<file path="config.mk">
export PLATFORM = sky130hd
export DESIGN_NAME = if_fetch
export DESIGN_NICKNAME = d
export VERILOG_FILES = /design/src/rtl/if_fetch.sv
export SDC_FILE = /design/constraint.sdc
export NUM_CORES = 1
export LEC_CHECK = 0
export ABC_AREA = 1
export CORE_MARGIN = 2
export CORE_UTILIZATION = 45
export DETAILED_ROUTE_END_ITERATION = 8
export PLACE_DENSITY = 0.68
export REMOVE_ABC_BUFFERS = 1
export SYNTH_ARGS = -nofsm -noshare
export SYNTH_HDL_FRONTEND = slang
export SYNTH_SLANG_ARGS = --single-unit
</file>
<file path="constraint.sdc">
create_clock -name clk_i -period 9 [get_ports clk_i]
set_clock_uncertainty 0.2 [all_clocks]
set_input_delay 1.35 -clock clk_i [delete_from_list [all_inputs] [get_ports clk_i]]
set_output_delay 1.35 -clock clk_i [all_outputs]
set_load 0.005 [all_outputs]
</file>
<file path="src/rtl/if_fetch.sv">
// if_fetch: instruction-fetch front end between pc_gen and the instruction
// memory port.
//
// Fetch requests go out in order on a valid/ready channel. Each accepted
// request allocates a slot in a circular buffer. Responses come back in
// order and fill those slots. The buffer head is handed to decode as a
// {pc, instr} pair. A flush (taken branch) empties the buffer. Responses
// that are still owed for the old stream are counted and dropped as they
// arrive.
//
// Ports
//   clk_i, rst_ni        clock; synchronous active-low reset
//   pc_i                 current PC from pc_gen
//   flush_i              redirect (branch taken)
//   stall_o              hold request to pc_gen
//   imem_req_valid_o/ready_i, imem_addr_o   fetch request channel
//   imem_rsp_valid_i, imem_rsp_data_i       in-order response (no ready)
//   instr_valid_o/ready_i, instr_o, instr_pc_o  delivery to decode
module if_fetch #(
  parameter int DEPTH = 4
) (
  input  logic        clk_i,
  input  logic        rst_ni,
  input  logic [31:0] pc_i,
  input  logic        flush_i,
  output logic        stall_o,
  output logic        imem_req_valid_o,
  input  logic        imem_req_ready_i,
  output logic [31:0] imem_addr_o,
  input  logic        imem_rsp_valid_i,
  input  logic [31:0] imem_rsp_data_i,
  output logic        instr_valid_o,
  input  logic        instr_ready_i,
  output logic [31:0] instr_o,
  output logic [31:0] instr_pc_o
);
  localparam int PW = $clog2(DEPTH);
  localparam int CW = $clog2(DEPTH + 1);
  localparam logic [CW:0] DEPTH_W = (CW+1)'(DEPTH);

  logic [DEPTH-1:0][31:0] pc_q, pc_d;
  logic [DEPTH-1:0][31:0] data_q, data_d;
  logic [DEPTH-1:0]       filled_q, filled_d;
  logic [PW-1:0]          alloc_q, alloc_d, fill_q, fill_d, head_q, head_d;
  // used: allocated slots; pend: allocated but not yet filled;
  // drop: responses still owed to a flushed stream
  logic [CW-1:0]          used_q, used_d, pend_q, pend_d, drop_q, drop_d;
  logic [CW-1:0]          stale_sum;
  logic                   credit, req_valid, fire, head_ok, pop;
  logic                   rsp_drop, rsp_take;

  // Credit is computed from registered state only. A pop in this cycle does
  // not free a slot until the next cycle. Owed stale responses also hold
  // credit, so a slot cannot be reused before its old response has drained.
  assign credit    = ({1'b0, used_q} + {1'b0, drop_q}) < DEPTH_W;
  assign req_valid = rst_ni & credit & ~flush_i;
  assign fire      = req_valid & imem_req_ready_i;

  // Responses fill slots in order, so the head holds valid data exactly
  // when its filled bit is set.
  assign head_ok   = rst_ni & (used_q != '0) & filled_q[head_q];
  assign pop       = head_ok & ~flush_i & instr_ready_i;

  assign rsp_drop  = imem_rsp_valid_i & (drop_q != '0);
  // A response with nothing to fill and nothing owed is ignored.
  assign rsp_take  = imem_rsp_valid_i & (drop_q == '0) & (pend_q != '0);
  assign stale_sum = drop_q + pend_q;

  assign imem_req_valid_o = req_valid;
  assign imem_addr_o      = {pc_i[31:2], 2'b00};
  // Stall is released during a flush so that pc_gen, where stall has
  // priority over branch, loads the branch target.
  assign stall_o          = ~rst_ni | (~fire & ~flush_i);
  assign instr_valid_o    = head_ok & ~flush_i;
  assign instr_o          = head_ok ? data_q[head_q] : 32'h0;
  assign instr_pc_o       = head_ok ? pc_q[head_q]   : 32'h0;

  always_comb begin
    pc_d     = pc_q;
    data_d   = data_q;
    filled_d = filled_q;
    alloc_d  = alloc_q;
    fill_d   = fill_q;
    head_d   = head_q;
    used_d   = used_q;
    pend_d   = pend_q;
    drop_d   = drop_q;
    if (flush_i) begin
      // Every unfilled slot becomes a stale response still owed by memory.
      // A response arriving in this same cycle pays off one of them.
      used_d = '0;
      pend_d = '0;
      fill_d = alloc_q;
      head_d = alloc_q;
      drop_d = (imem_rsp_valid_i && stale_sum != '0) ? stale_sum - CW'(1)
                                                     : stale_sum;
    end else begin
      if (rsp_drop) drop_d = drop_q - CW'(1);
      if (rsp_take) begin
        data_d[fill_q]   = imem_rsp_data_i;
        filled_d[fill_q] = 1'b1;
        fill_d           = fill_q + PW'(1);
      end
      // fill_q != alloc_q whenever both fire (credit keeps the ring from
      // being full), so these slot writes never collide.
      if (fire) begin
        pc_d[alloc_q]     = pc_i;
        filled_d[alloc_q] = 1'b0;
        alloc_d           = alloc_q + PW'(1);
      end
      if (pop) head_d = head_q + PW'(1);
      used_d = used_q + CW'(fire) - CW'(pop);
      pend_d = pend_q + CW'(fire) - CW'(rsp_take);
    end
  end

  always_ff @(posedge clk_i) begin
    if (!rst_ni) begin
      alloc_q <= '0;
      fill_q  <= '0;
      head_q  <= '0;
      used_q  <= '0;
      pend_q  <= '0;
      drop_q  <= '0;
    end else begin
      alloc_q <= alloc_d;
      fill_q  <= fill_d;
      head_q  <= head_d;
      used_q  <= used_d;
      pend_q  <= pend_d;
      drop_q  <= drop_d;
    end
  end

  // Slot payload needs no reset: used_q == 0 marks every slot invalid.
  always_ff @(posedge clk_i) begin
    pc_q     <= pc_d;
    data_q   <= data_d;
    filled_q <= filled_d;
  end
endmodule
</file>
After elaboration in Yosys (flattened, before gate mapping). Index checks and enable logic that the tools add are counted.

Bits in registers: 275. Bits in latches: 0. Bits in writable memories: 0. Memory bits (read-only): 0. Word-level logic and storage cells: 92. Memories: 0.

Add/sub/neg operators: 11. Multipliers: 0. Div/mod/pow operators: 0. Magnitude comparators: 6. Equality and inequality tests: 0. Shifts and indexed selects: 0. Muxes and demuxes: 28. Bitwise gates (word level): 18. Reduce and logical (&&, ||, !) cells: 14.

Operators with widths (count): bitwise mux 128 bit (2); 2-to-1 mux 32 bit (6); binary-select mux 32 bit (select 2 bit) (2); demux 32 bit (select 2 bit) (2); 2-to-1 mux 4 bit (3); nonzero test 3 bit (4); AND 1 bit (11); < comparator 2 x 3 -> 1 bit (second input constant) (3); 2-to-1 mux 3 bit (3); 2-to-1 mux 2 bit (4); adder 2 x 1 -> 2 bit (second input constant) (3); adder 3 x 1 -> 3 bit (2); nonzero test 2 bit (3); subtractor 3 x 1 -> 3 bit (2); subtractor 3 x 1 -> 3 bit (second input constant) (2); adder 3 x 3 -> 4 bit (1); AND 4 bit (1); demux 1 bit (select 2 bit) (2); >= comparator 2 x 1 -> 1 bit (second input constant) (2); < comparator 4 x 3 -> 1 bit (second input constant) (1); inverter 4 bit (1); OR 4 bit (1); AND reduction 2 bit (2); adder 3 bit (1); other kinds (7) (13).

Depth between registers and ports, before layout.
Depth after elaboration: 9. Depth in mapped cells: 16. Mapped depth without buffers: 14.

Worst setup path before layout. Ideal clock, no wire load.

Path type: input-to-reg. Start point: input port flush_i. End point: register pc_q[0] in the netlist's numbering (enable). Setup time: 421 ps. Arrival: 3476 ps. Setup slack: 4903 ps. Cell stages on the path: 7. Path buffers: 2. Path through: buf_2 inv_2 nand2_4 nor3_4 nand2_1 buf_6 nor2_1.

Word-level cells in the longest chain between the ends: 4.

Ends and longest elaborated chain: start, declared (line 25) `input logic flush_i,`; inverter 1 bit (no line); AND 1 bit (line 56) `assign req_valid = rst_ni & credit & ~flush_i;`; via imem_req_valid_o (line 27) `output logic imem_req_valid_o,`; AND 1 bit (line 57) `assign fire = req_valid & imem_req_ready_i;`; AND reduction 2 bit (no line); end signal, assigned (line 137) `pc_q <= pc_d;`; end, declared (line 41) `logic [DEPTH-1:0][31:0] pc_q, pc_d;`.

The timed path passes the listed nets, and every way through them passes these cells. A chain may end at the register's enable or synchronous reset.

Worst setup path in the final report.
Start point: input port rst_ni. End point: output port instr_pc_o[29].

Word-level cells in the longest chain between the ends: 3.

Ends and longest elaborated chain: start, declared (line 23) `input logic rst_ni,`; AND 1 bit (2 in series) (line 61) `assign head_ok = rst_ni & (used_q != '0) & filled_q[head_q];`; 2-to-1 mux 32 bit (line 76) `assign instr_pc_o = head_ok ? pc_q[head_q] : 32'h0;`; end, declared (line 35) `output logic [31:0] instr_pc_o`.

Every way passes these cells.

==> flow_summary.yaml <==
outcome:
  status: "finished clean"
setup_path:
  crit_end: "instr_pc_o[29]"
  r2r_slack_ps: 5150
  cp-startpoint: "rst_ni"
  r2r-start: "head_q[1]"
  arrival_ps: 4100
  reg2reg_depth: 14
  endpoint_kind: "output port"
  rr_endpoint: "used_q[2]"
  critPathKind: "primary input to output port"
  cp-start-kind: "primary input"
  cp.required_ps: 7450
  critPathMaxFanout: 42
global_route:
  grt_usage_pct: 17.6
  grt_pass1_vias: 7290
  grt_pass1_wl_um: 38800
  grt_overflow: 0
  antenna_found_initial: 0
  grt_max_degree: 123
routing:
  dr.pass1.iters: 5
  met3_length_um: 1100
  ant_nets: 0
  wl_um: 24900
  drcViolationCount: 0
  dr.max_layer_used: "met4"
  detail_route.wl_per_cell_um: 17.1
  viasPerCell: 5.08
  drt_iter0_markers: 573
  vias: 7385
  met1Wirelength_um: 10500
  dr_wl_met2_um: 12800
synth:
  yosys_most_used_dff: "edfxtp_1"
  synth_edf_count: 260
  syn_area_mm2: 0.0118
  synth_top_area_share_pct: 66.4
  synth_cell_types: 30
  yosys.area.top_type: "edfxtp_1"
  synth.yosys.seq_area_share_pct: 69.0
  yosys_warnings: 0
  synth_top_family_by_area: "compound AO/OA/AOI/OAI gates"
  synth_cells: 979
  synthTopCellsByArea: "edfxtp_1 (66%), nor2_1 (9.0%), o21ai_0 (6.0%)"
  synth_compound_area_share_pct: 11.1
  async_reset_ff_share_pct: 0
  synthSimpleGateAreaFrac_pct: 10.7
  ys_ff_latch: 275
  syn_area_per_cell_um2: 12.0
  post_synth_xor_area_fraction_pct: 0.522
  synthAdderAreaFrac_pct: 2.53
  synth_mux_area_share_pct: 0
placed_design:
  placed_cells: 1403
  dpl-instance-area_mm2: 0.0134
  dp.final_hpwl_um: 14700
  gp_congestion: 0.777
  placement.io_buffers: 166
timing:
  holdWs_ps: 352
  hold_viol: 0
  slew-limit-headroom_pct: 22.4
  drv_slew: 0
  fmax_mhz: 177
  finalCritPeriodShare_pct: 62.8
  tightest_slew_ps: 1160
  setup_tns_ps: 0
  setup_violations: 0
  fin_crit_ps: 5650
  rsz0062_at_grt: "no"
layout:
  multi_input_area_mm2: 0.00300
  num_antenna_cells: 0
  nFillCells: 2096
  layout-drive-gt1-share_pct: 10.5
  final_area_mm2: 0.0143
  finalNonFillerCells: 1453
  seqCellArea_mm2: 0.00811
  nets: 1189
  syn2layout_area_growth_pct: 21.9
clock_network:
  holdBufCountCts: 0
  cts_buffers: 27
  cts_tree: "done"
  clock_latency_ps: 530
  cts-root-buf: "clkbuf_16"
  post_cts_resized: 0
  clk_pin_slew_ps: 60
  h-tree-depth: 1
  cts_max_path_buffers: 3
  cts_sinks: 275
  cts_setup_buffers: 0
power:
  vdd_drop_max_uv: 99.3
  leakagePower_nw: 4.82
  p_per_area_mw_per_mm2: 193
worst_hold_path:
  min-delay-start: "fill_q[0]"
  hp-class: "flop to flop"
die:
  core_region_area_mm2: 0.0258
  die_x_um: 166
  start_util_pct: 45.5
  boundaryPins: 169
  floorplan.rows: 59
  dieArea_mm2: 0.0274
  die_h_um: 166
flow_run:
  maxCapViolCount: 0
## logic make-up after synthesis
logic type,Yosys count
and+or+nand+nor,322
AOI/OAI and AO/OA,222
other,1
adders and majority gates,22
DFF,275
xor gates and xnor gates,7
buffers and inverters,130
## cell type report
cell class / instances / share of cell area (%)
Timing Repair Buffer: 174 / 12.0
Clock inverter: 20 / 1.56
Multi-Input combinational cell: 575 / 20.9
Clock buffer: 30 / 4.79
Sequential cell: 275 / 56.6
Inverter: 44 / 1.17
Tap cell: 335 / 2.93
## placed cells by master (no fill, tap or decap), types with 4 or more instances in the layout
cell type,instances
nand3_1,8
a21oi_2,51
clkinv_2,6
nor2_4,8
o21ai_0,142
edfxtp_1,260
buf_4,8
inv_1,40
a21oi_1,23
nand2_1,26
xnor2_1,4
dfxtp_1,13
ha_1,19
bufinv_16,5
clkinv_1,7
clkdlybuf4s50_1,166
nor2_1,274
clkbuf_16,27
## worst max-delay path, stage by stage
cell and delay, ps:
clkdlybuf4s50_1 660, inv_2 130, a21oi_2 200, nand3_4 390, buf_4 500, a21oi_1 290, clkdlybuf4s50_1 550
## how the worst min path moves through the flow
stage | to | slack (ps) | depth (start not counted)
5_1_grt | fill_q[1] | 370 | 2
6_report | fill_q[0] | 350 | 2
3_5_place_dp | fill_q[0] | 340 | 2
4_1_cts | fill_q[0] | 350 | 2
2_1_floorplan | fill_q[1] | 300 | 2
3_3_place_gp | alloc_q[1] | 340 | 2
## routing by layer
metal | track usage, % | vias up
met5 | 0 | -
met2 | 32.1 | 181
met4 | 5.03 | 0
met3 | 2.80 | 40
li1 | - | 3596
met1 | 21.8 | 3568
## report_power, final
group          total (W)  internal (W)  leakage (nW)  switching, W
clock            0.00114      0.000691         0.450      0.000452
sequential       0.00143       0.00141          2.47     0.0000169
combinational   0.000191     0.0000794          1.90      0.000111
total            0.00277       0.00218          4.82      0.000581
## synth_stat cells (all sizes together), types with 3 or more instances
library cell	number
fa	3
nand3	9
ha	19
nand2	27
a21oi	74
clkbuf	16
inv	44
o21ai	143
xnor2	4
buf	70
edfxtp	260
dfxtp	15
xor2	3
nor2	282
## flip-flops by register name, summed over array words and instances, names as in the netlist
| register | count |
|---|---|
| data_q | 128 |
| fill_q | 2 |
| filled_q | 4 |
| alloc_q | 2 |
| used_q | 3 |
| head_q | 2 |
| pend_q | 3 |
| drop_q | 3 |
| pc_q | 128 |
## metrics by stage
step,setup WS (ps),total power [W],utilization (%)
after floorplan,2540,0.00155,-
after global placement,3370,0.00165,51.9
after detailed placement,3350,0.00165,51.9
after CTS,3320,0.00279,55.5
after global routing,3130,0.00287,55.5
final,3350,0.00277,55.5
Note: power is estimated with default switching activity, not from simulation.
